$ cat src/rtl/hwpe_ctrl_regfile_bridge_pkg.sv
// Types shared by the HWPE control register-file bridge and its neighbours.
package hwpe_ctrl_package;

   localparam int MaxIdWidth = 32;

   typedef enum logic [0:0] {
      IDLE  = 1'b0,
      STALL = 1'b1
   } regfile_bridge_state_t;

   typedef struct packed {
      logic                  valid;
      logic [MaxIdWidth-1:0] id;
      logic                  err;
      logic                  is_read;
   } regfile_resp_t;

endpackage

$ cat src/rtl/hwpe_ctrl_regfile_bridge.sv
// Periph-bus target in front of the HWPE control register file: grant decision,
// lock stall with timeout, and a one-cycle registered response.
//
// state | meaning
// IDLE  | accept any request; protected write under lock moves to STALL
// STALL | hold a protected write until lock drops, req drops or timeout
module hwpe_ctrl_regfile_bridge
   import hwpe_ctrl_package::*;
#(
   parameter int AddrWidth     = 5,
   parameter int DataWidth     = 32,
   parameter int IdWidth       = 8,
   parameter int ProtBase      = 8,
   parameter int TimeoutCycles = 64
) (
   input  logic                   clk_i,
   input  logic                   rst_ni,
   input  logic                   clear_i,
   input  logic                   lock_i,
   input  logic                   req_i,
   output logic                   gnt_o,
   input  logic [31:0]            add_i,
   input  logic                   wen_i,
   input  logic [DataWidth/8-1:0] be_i,
   input  logic [DataWidth-1:0]   data_i,
   input  logic [IdWidth-1:0]     id_i,
   output logic                   r_valid_o,
   output logic [DataWidth-1:0]   r_data_o,
   output logic [IdWidth-1:0]     r_id_o,
   output logic                   r_err_o,
   output logic                   ReadEnable_o,
   output logic [AddrWidth-1:0]   ReadAddr_o,
   input  logic [DataWidth-1:0]   ReadData_i,
   output logic                   WriteEnable_o,
   output logic [AddrWidth-1:0]   WriteAddr_o,
   output logic [DataWidth-1:0]   WriteData_o,
   output logic [DataWidth/8-1:0] WriteBE_o
);

   localparam int                  CntWidth = $clog2(TimeoutCycles + 1);
   localparam logic [CntWidth-1:0] CntMax   = CntWidth'(TimeoutCycles);
   localparam logic [31:0]         ProtIdx  = 32'(ProtBase);

   regfile_bridge_state_t state_q, state_d;
   logic [CntWidth-1:0]   cnt_q, cnt_d;
   regfile_resp_t         resp_q, resp_d;

   logic [AddrWidth-1:0] idx;
   logic                 out_of_range;
   logic                 is_read;
   logic                 blocked;
   logic                 grant;
   logic                 err;
   logic                 strobe;
   logic                 addr_lsb_unused;
   logic                 resp_id_unused;

   assign idx          = add_i[AddrWidth+1:2];
   assign out_of_range = |add_i[31:AddrWidth+2];
   assign is_read      = wen_i;
   assign blocked      = !is_read && (32'(idx) >= ProtIdx) && lock_i && !out_of_range;

   assign addr_lsb_unused = ^add_i[1:0];
   assign resp_id_unused  = |(resp_q.id >> IdWidth);

   always_comb begin
      state_d = state_q;
      cnt_d   = cnt_q;
      grant   = 1'b0;
      err     = 1'b0;
      if (clear_i) begin
         state_d = IDLE;
         cnt_d   = '0;
      end else begin
         case (state_q)
            IDLE: begin
               if (req_i) begin
                  if (blocked) begin
                     state_d = STALL;
                     cnt_d   = CntWidth'(1);
                  end else begin
                     grant = 1'b1;
                     err   = out_of_range;
                  end
               end
            end
            STALL: begin
               if (!req_i) begin
                  state_d = IDLE;
                  cnt_d   = '0;
               end else if (!blocked) begin
                  grant   = 1'b1;
                  err     = out_of_range;
                  state_d = IDLE;
                  cnt_d   = '0;
               end else if (cnt_q >= CntMax) begin
                  grant   = 1'b1;
                  err     = 1'b1;
                  state_d = IDLE;
                  cnt_d   = '0;
               end else begin
                  // cnt_q < CntMax here, so the increment can never wrap
                  cnt_d = cnt_q + CntWidth'(1);
               end
            end
            default: begin
               state_d = IDLE;
               cnt_d   = '0;
            end
         endcase
      end
   end

   assign strobe = grant && !err;
   assign gnt_o  = grant;

   assign ReadEnable_o  = strobe && is_read;
   assign ReadAddr_o    = ReadEnable_o ? idx : '0;
   assign WriteEnable_o = strobe && !is_read;
   assign WriteAddr_o   = WriteEnable_o ? idx : '0;
   assign WriteData_o   = WriteEnable_o ? data_i : '0;
   assign WriteBE_o     = WriteEnable_o ? be_i : '0;

   always_comb begin
      resp_d         = '0;
      resp_d.valid   = grant;
      resp_d.id      = grant ? MaxIdWidth'(id_i) : '0;
      resp_d.err     = grant && err;
      resp_d.is_read = grant && is_read && !err;
   end

   always_ff @(posedge clk_i or negedge rst_ni) begin
      if (!rst_ni) begin
         state_q <= IDLE;
         cnt_q   <= '0;
         resp_q  <= '0;
      end else begin
         state_q <= state_d;
         cnt_q   <= cnt_d;
         resp_q  <= resp_d;
      end
   end

   // Read data arrives from the regfile one cycle after the strobe, aligned with resp_q
   assign r_valid_o = resp_q.valid;
   assign r_id_o    = resp_q.id[IdWidth-1:0];
   assign r_err_o   = resp_q.err;
   assign r_data_o  = (resp_q.valid && resp_q.is_read) ? ReadData_i : '0;

endmodule

$ cat config.mk
export PLATFORM = sky130hd
export DESIGN_NAME = hwpe_ctrl_regfile_bridge
export DESIGN_NICKNAME = d
export VERILOG_FILES = /design/src/rtl/hwpe_ctrl_regfile_bridge_pkg.sv /design/src/rtl/hwpe_ctrl_regfile_bridge.sv
export SDC_FILE = /design/constraint.sdc
export NUM_CORES = 1
export LEC_CHECK = 0
export BUFFER_PORTS_ARGS = -buffer_cell sky130_fd_sc_hd__buf_2
export CAP_MARGIN = 10
export CORE_AREA = 4 4 78 80
export CTS_CLUSTER_SIZE = 14
export DETAILED_ROUTE_END_ITERATION = 8
export DIE_AREA = 0 0 82 84
export PLACE_DENSITY = 0.74
export SYNTH_ARGS = -nofsm -noshare
export SYNTH_HDL_FRONTEND = slang
export SYNTH_SLANG_ARGS = --single-unit
$ cat constraint.sdc
create_clock -name clk_i -period 2 [get_ports clk_i]
set_input_delay 0.1 -clock clk_i [delete_from_list [all_inputs] [get_ports clk_i]]
set_output_delay 0.1 -clock clk_i [all_outputs]
set_load 0.1 [all_outputs]
# Word-level counts from Yosys, hierarchy flattened
# Index checks and enable logic that the tools add are counted.
# W data, S select, Z words.
[totals] ff_bits=19 input_bits=114 out_inout_bits=91
[classes] eq_ne=2 n_mux=33 n_addsub=1 n_reduce_logical=15 bitwise=1 order_cmp=2
[ops] op="$mux W32" n=2
[ops] op="$mux W7" n=6
[ops] op="$reduce_or A25 Y1" n=1
[ops] op="$mux W1" n=17
[ops] op="$pmux W7 S2" n=1
[ops] op="$logic_and A1 B1 Y1" n=10
[ops] op="$mux W5" n=2
[ops] op="$mux W8" n=1
[ops] op="$add A7 B1 Y7 const B" n=1
[ops] op="$ge A7 B7 Y1 const B" n=1
[ops] op="$ne A3 B3 Y1 const B" n=2
[ops] op="$pmux W1 S2" n=3
[ops] op="$ge A5 B4 Y1 const B" n=1
[ops] op="$mux W4" n=1
[ops] op="$logic_not A1 Y1" n=3
[ops] op="$reduce_and A2 Y1" n=1
[ops] op="$not A1 Y1" n=1

# Logic depth before layout (Yosys ltp)
[depth] depth_word=12 ltp_mapped=6 ltp_nobuf=5

# Least setup slack after synthesis
# No wires, ideal clock.
[synth_timing] path_type="input port to flip-flop" from="input port add_i[5]" to="register resp_q (netlist bit r_id_o[0])" setup_slack_ns=-0.682 setup_ns=0.075 path_stages=6 arrival_ns=2.607 t_required_ns=1.925 path_cell_list="nor2_1 > nor3b_1 > and4bb_2 > buf_2 > a21oi_1 > and2_1"
[synth_lines] item="start, declared" line="hwpe_ctrl_regfile_bridge.sv:22" text="input logic [31:0] add_i,"
[synth_lines] item="end signal, assigned" line="hwpe_ctrl_regfile_bridge.sv:140" text="resp_q <= resp_d;"
[synth_lines] item="end, declared" line="hwpe_ctrl_regfile_bridge.sv:46" text="regfile_resp_t resp_q, resp_d;"

# Worst setup path in the final report
[layout_timing] from="input port add_i[11]" to="output port WriteData_o[1]"
[layout_via] elab_chain_cells=11 word_cells_on_any_way=19 classes_between="13 x mux; 6 x reduce/logical"
[layout_rtl] item="$reduce_or A25 Y1 (*)" line="hwpe_ctrl_regfile_bridge.sv:59" text="assign out_of_range = |add_i[31:AddrWidth+2];"
[layout_rtl] item="$logic_not A1 Y1" line="hwpe_ctrl_regfile_bridge.sv:61" text="assign blocked = !is_read && (32'(idx) >= ProtIdx) && lock_i && !out_of_range;"
[layout_rtl] item="$logic_and A1 B1 Y1" line="hwpe_ctrl_regfile_bridge.sv:61"
[layout_rtl] item="$mux W1, on equally long branches" line="hwpe_ctrl_regfile_bridge.sv:91, hwpe_ctrl_regfile_bridge.sv:78"
[layout_rtl] item="$mux W1, on equally long branches" line="hwpe_ctrl_regfile_bridge.sv:88, hwpe_ctrl_regfile_bridge.sv:77"
[layout_rtl] item="$pmux W1 S2" line="hwpe_ctrl_regfile_bridge.sv:75" text="case (state_q)"
[layout_rtl] item="$mux W1" line="hwpe_ctrl_regfile_bridge.sv:71" text="if (clear_i) begin"
[layout_rtl] item="$logic_not A1 Y1" line="hwpe_ctrl_regfile_bridge.sv:114" text="assign strobe = grant && !err;"
[layout_rtl] item="$logic_and A1 B1 Y1 (*)" line="hwpe_ctrl_regfile_bridge.sv:114"
[layout_rtl] item="$logic_and A1 B1 Y1 (*)" line="hwpe_ctrl_regfile_bridge.sv:119" text="assign WriteEnable_o = strobe && !is_read;"
[layout_rtl] item="$mux W32 (*)" line="hwpe_ctrl_regfile_bridge.sv:121" text="assign WriteData_o = WriteEnable_o ? data_i : '0;"
[layout_rtl] item="end, declared" line="hwpe_ctrl_regfile_bridge.sv:36" text="output logic [DataWidth-1:0] WriteData_o,"
# Mark *: on every way between the ends. The rest lies on a longest branch, timed or not.

==> run metrics <==
reg2reg setup slack=0.50 ns; status=finished, final reports clean; Setup TNS Final=0 ns; sequential power share=0.452; # DRC=0; final setup fails=0; clock slew at reported path FFs=~0.070 ns; crit path launch type=input pin; largest net degree at the start of global routing=between 40 and 50; CP required=around 1.9 ns; TritonCTS Buffers=3; IO buf count=approximately 200; Slew headroom=0.499; Vias/cell=around 4.5; Worst-Skew Late Latency=0.25 ns; CTS tree=built; Logic pwr share=0.249; sw power=0.260 mW; final period utilization=0.942; Reg2Reg Capture Point=cnt_q[2]; Die W=82 µm; worst flop-to-flop path startpoint=cnt_q[6]; final instance area=0.00346 mm²; Avg Synthesized Cell Area=roughly 8.6 µm²; static leakage=1.88 nW; Synth async-reset ratio=1.00; via count=~2k; Iteration-0 DRC Markers=32; kind of critical path=in -> out; Routability Congestion=0.767; hold path startpoint=id_i[2]; root buffer cell=clkbuf_8; Area Overhead vs Synth=127%; initial antenna violation count=0; final core occ=0.641; H-tree levels=1; final hold violation count=0; Cell Rows=27; Diodes inserted=0; Die H=84 µm; Synth cell types=30; minimum clock period=1.88 ns; Core ar.=approximately 0.0054 mm²; worst min path class=in -> reg; Worst Hold Depth=2; # IOs=205; register area=475 µm²; Max clock buf depth=2; synth warn=0; Final Skew=0.00227 ns; Cell Area, Placed=0.00336 mm²; crit end category=output pin; CP Max Fanout=21; cell taking the most area after synthesis=dfrtp_1; DR WL/cell=15.2 µm; Syn Nets=294; total congestion overflow=0; max_cap viols=0; share of cells above drive strength 1=0.800; first-pass iteration count of the detailed router=6; Post-synth EDFFs=0; fill count=446; WP data arrival=1.78 ns; Num Clock Sinks=19; fmax=531 MHz; Multi-input gate area=approximately 0.0010 mm²; Max VDD drop=447 µV; number of global-route vias before repair=1,997; Cell Pwr Density=255 mW/mm²; Synth area leaders=dfrtp_1 (31%), and2_1 (23%), and3_1 (14%), buf_4 (3.9%), buf_6 (3.0%); worst hold path endpoint=r_id_o[2]; Main synth FF type=dfrtp_1; sequential area share after synthesis=0.312; switching share of power=0.294; Seq cells post-synth=19; worst-margin pin slew=between 0.7 and 0.8 ns; post-synthesis instance area=0.00153 mm²; routed wire length=6.70 mm; Die Area=0.00689 mm²; first-pass GRT wire length=9.47 mm; area share of the leading cell type in the synthesized netlist=0.312; fin nets=487; clock share of power=0.299; Mapped Cells=178; DP HPWL=5.77 mm; R2R depth=3; Slew Limit Fails=0; final antenna-violating net count=0; Starting Density=0.282; internal power=approximately 0.63 mW; global-route usage over all layers=0.173
[stage by stage]
step / power [mW] / setup slack [ns] / hold slack, ns / std cells
finish: 0.885 / 0.116 / 0.0493 / 442
global route: 0.928 / -0.0263 / 0.0455 / 442
detailed placement: 0.625 / 0.0895 / 0.0591 / 435
floorplan: 0.504 / -0.0606 / -0.196 / 178
global placement: 0.621 / 0.155 / 0.0515 / 435
CTS: 0.891 / 0.0906 / 0.0439 / 440
[Yosys cell counts, types with 3 or more instances]
cell type,number
and2_1,55
and3_1,33
dfrtp_1,19
buf_4,8
clkbuf_1,6
nand2_1,5
nor2_1,5
nor4_1,5
buf_6,4
nor2b_1,4
a21bo_2,3
a21oi_1,3
nand3_1,3
o211ai_1,3
[layout by cell type (no fill, tap or decap), types with 4 or more instances in the layout]
| master | netlist | routed |
|---|---|---|
| and2_4 | 0 | 4 |
| nor2b_1 | 4 | 4 |
| and2_2 | 0 | 42 |
| nor2_1 | 5 | 5 |
| buf_12 | 0 | 50 |
| buf_2 | 1 | 153 |
| nand2_1 | 5 | 5 |
| and3_2 | 0 | 30 |
| and2_1 | 55 | 9 |
| dfrtp_1 | 19 | 19 |
[power groups by stage]
stage / Sequential (mW) / Combinational (mW) / Clock [mW]
4_1_cts: 0.400 / 0.220 / 0.271
2_1_floorplan: 0.418 / 0.0869 / 0
5_1_grt: 0.401 / 0.237 / 0.290
3_3_place_gp: 0.407 / 0.215 / 0
6_report: 0.400 / 0.221 / 0.264
3_5_place_dp: 0.407 / 0.217 / 0
[area by class of cell]
cell class | instances | share of cell area
well taps | 72 | 0.0260
repair buffers | 207 | 0.525
clock inverters | 1 | 0.00145
clock buffers | 3 | 0.0119
inverters | 2 | 0.00217
flip-flops and latches | 19 | 0.137
multi-input cells | 138 | 0.297
[sequential cells by signal (all words and copies together) (netlist names)]
name / cells
r_id_o: 8
r_err_o: 1
resp_q: 1
cnt_q: 7
state_q: 1
r_valid_o: 1
[worst max-delay path by stage]
stage          startpoint         endpoint  slack, ns
2_1_floorplan   add_i[11]    ReadAddr_o[3]      -0.06
3_3_place_gp    add_i[11]   WriteData_o[8]       0.16
3_5_place_dp    add_i[11]   WriteData_o[8]       0.09
4_1_cts         add_i[11]   WriteData_o[8]       0.09
5_1_grt         add_i[10]  WriteData_o[26]      -0.03
6_report        add_i[11]   WriteData_o[1]       0.12
[worst max-delay path, stage by stage]
cell and delay, ns:
buf_2 0.09, nor4_1 0.30, nand4_1 0.17, nor3b_2 0.22
nor4b_4 0.21, buf_4 0.17, clkbuf_16 0.16, and2_2 0.17
buf_12 0.17
[cells by family after synthesis]
| family | count (synthesis) | synth area share |
|---|---|---|
| DFF | 19 | 0.312 |
| xor gates and xnor gates | 1 | 0.00574 |
| AOI/OAI and AO/OA | 14 | 0.0722 |
| adders and majority gates | 2 | 0.0164 |
| and+or+nand+nor | 121 | 0.502 |
| buffers and inverters | 21 | 0.0919 |
[metal layers]
| metal | vias to the layer above | part of all wire | global-route usage |
|---|---|---|---|
| met1 | 910 | 0.32 | 0.172 |
| met4 | 0 | 0.020 | 0.0287 |
| li1 | 980 | - | - |
| met3 | 10 | 0.095 | 0.0454 |
| met2 | 109 | 0.56 | 0.348 |
| met5 | - | 0 | 0 |
[timing repair]
item / 4_1_cts / 5_1_grt
setup endpoints to repair: 0 / 14
setup buffers: 0 / 1
endpoints found under the hold margin: 19 / 0
hold buffers: 1 / 0
resized for setup: 0 / 2
(Power assumes the default switching activity.)
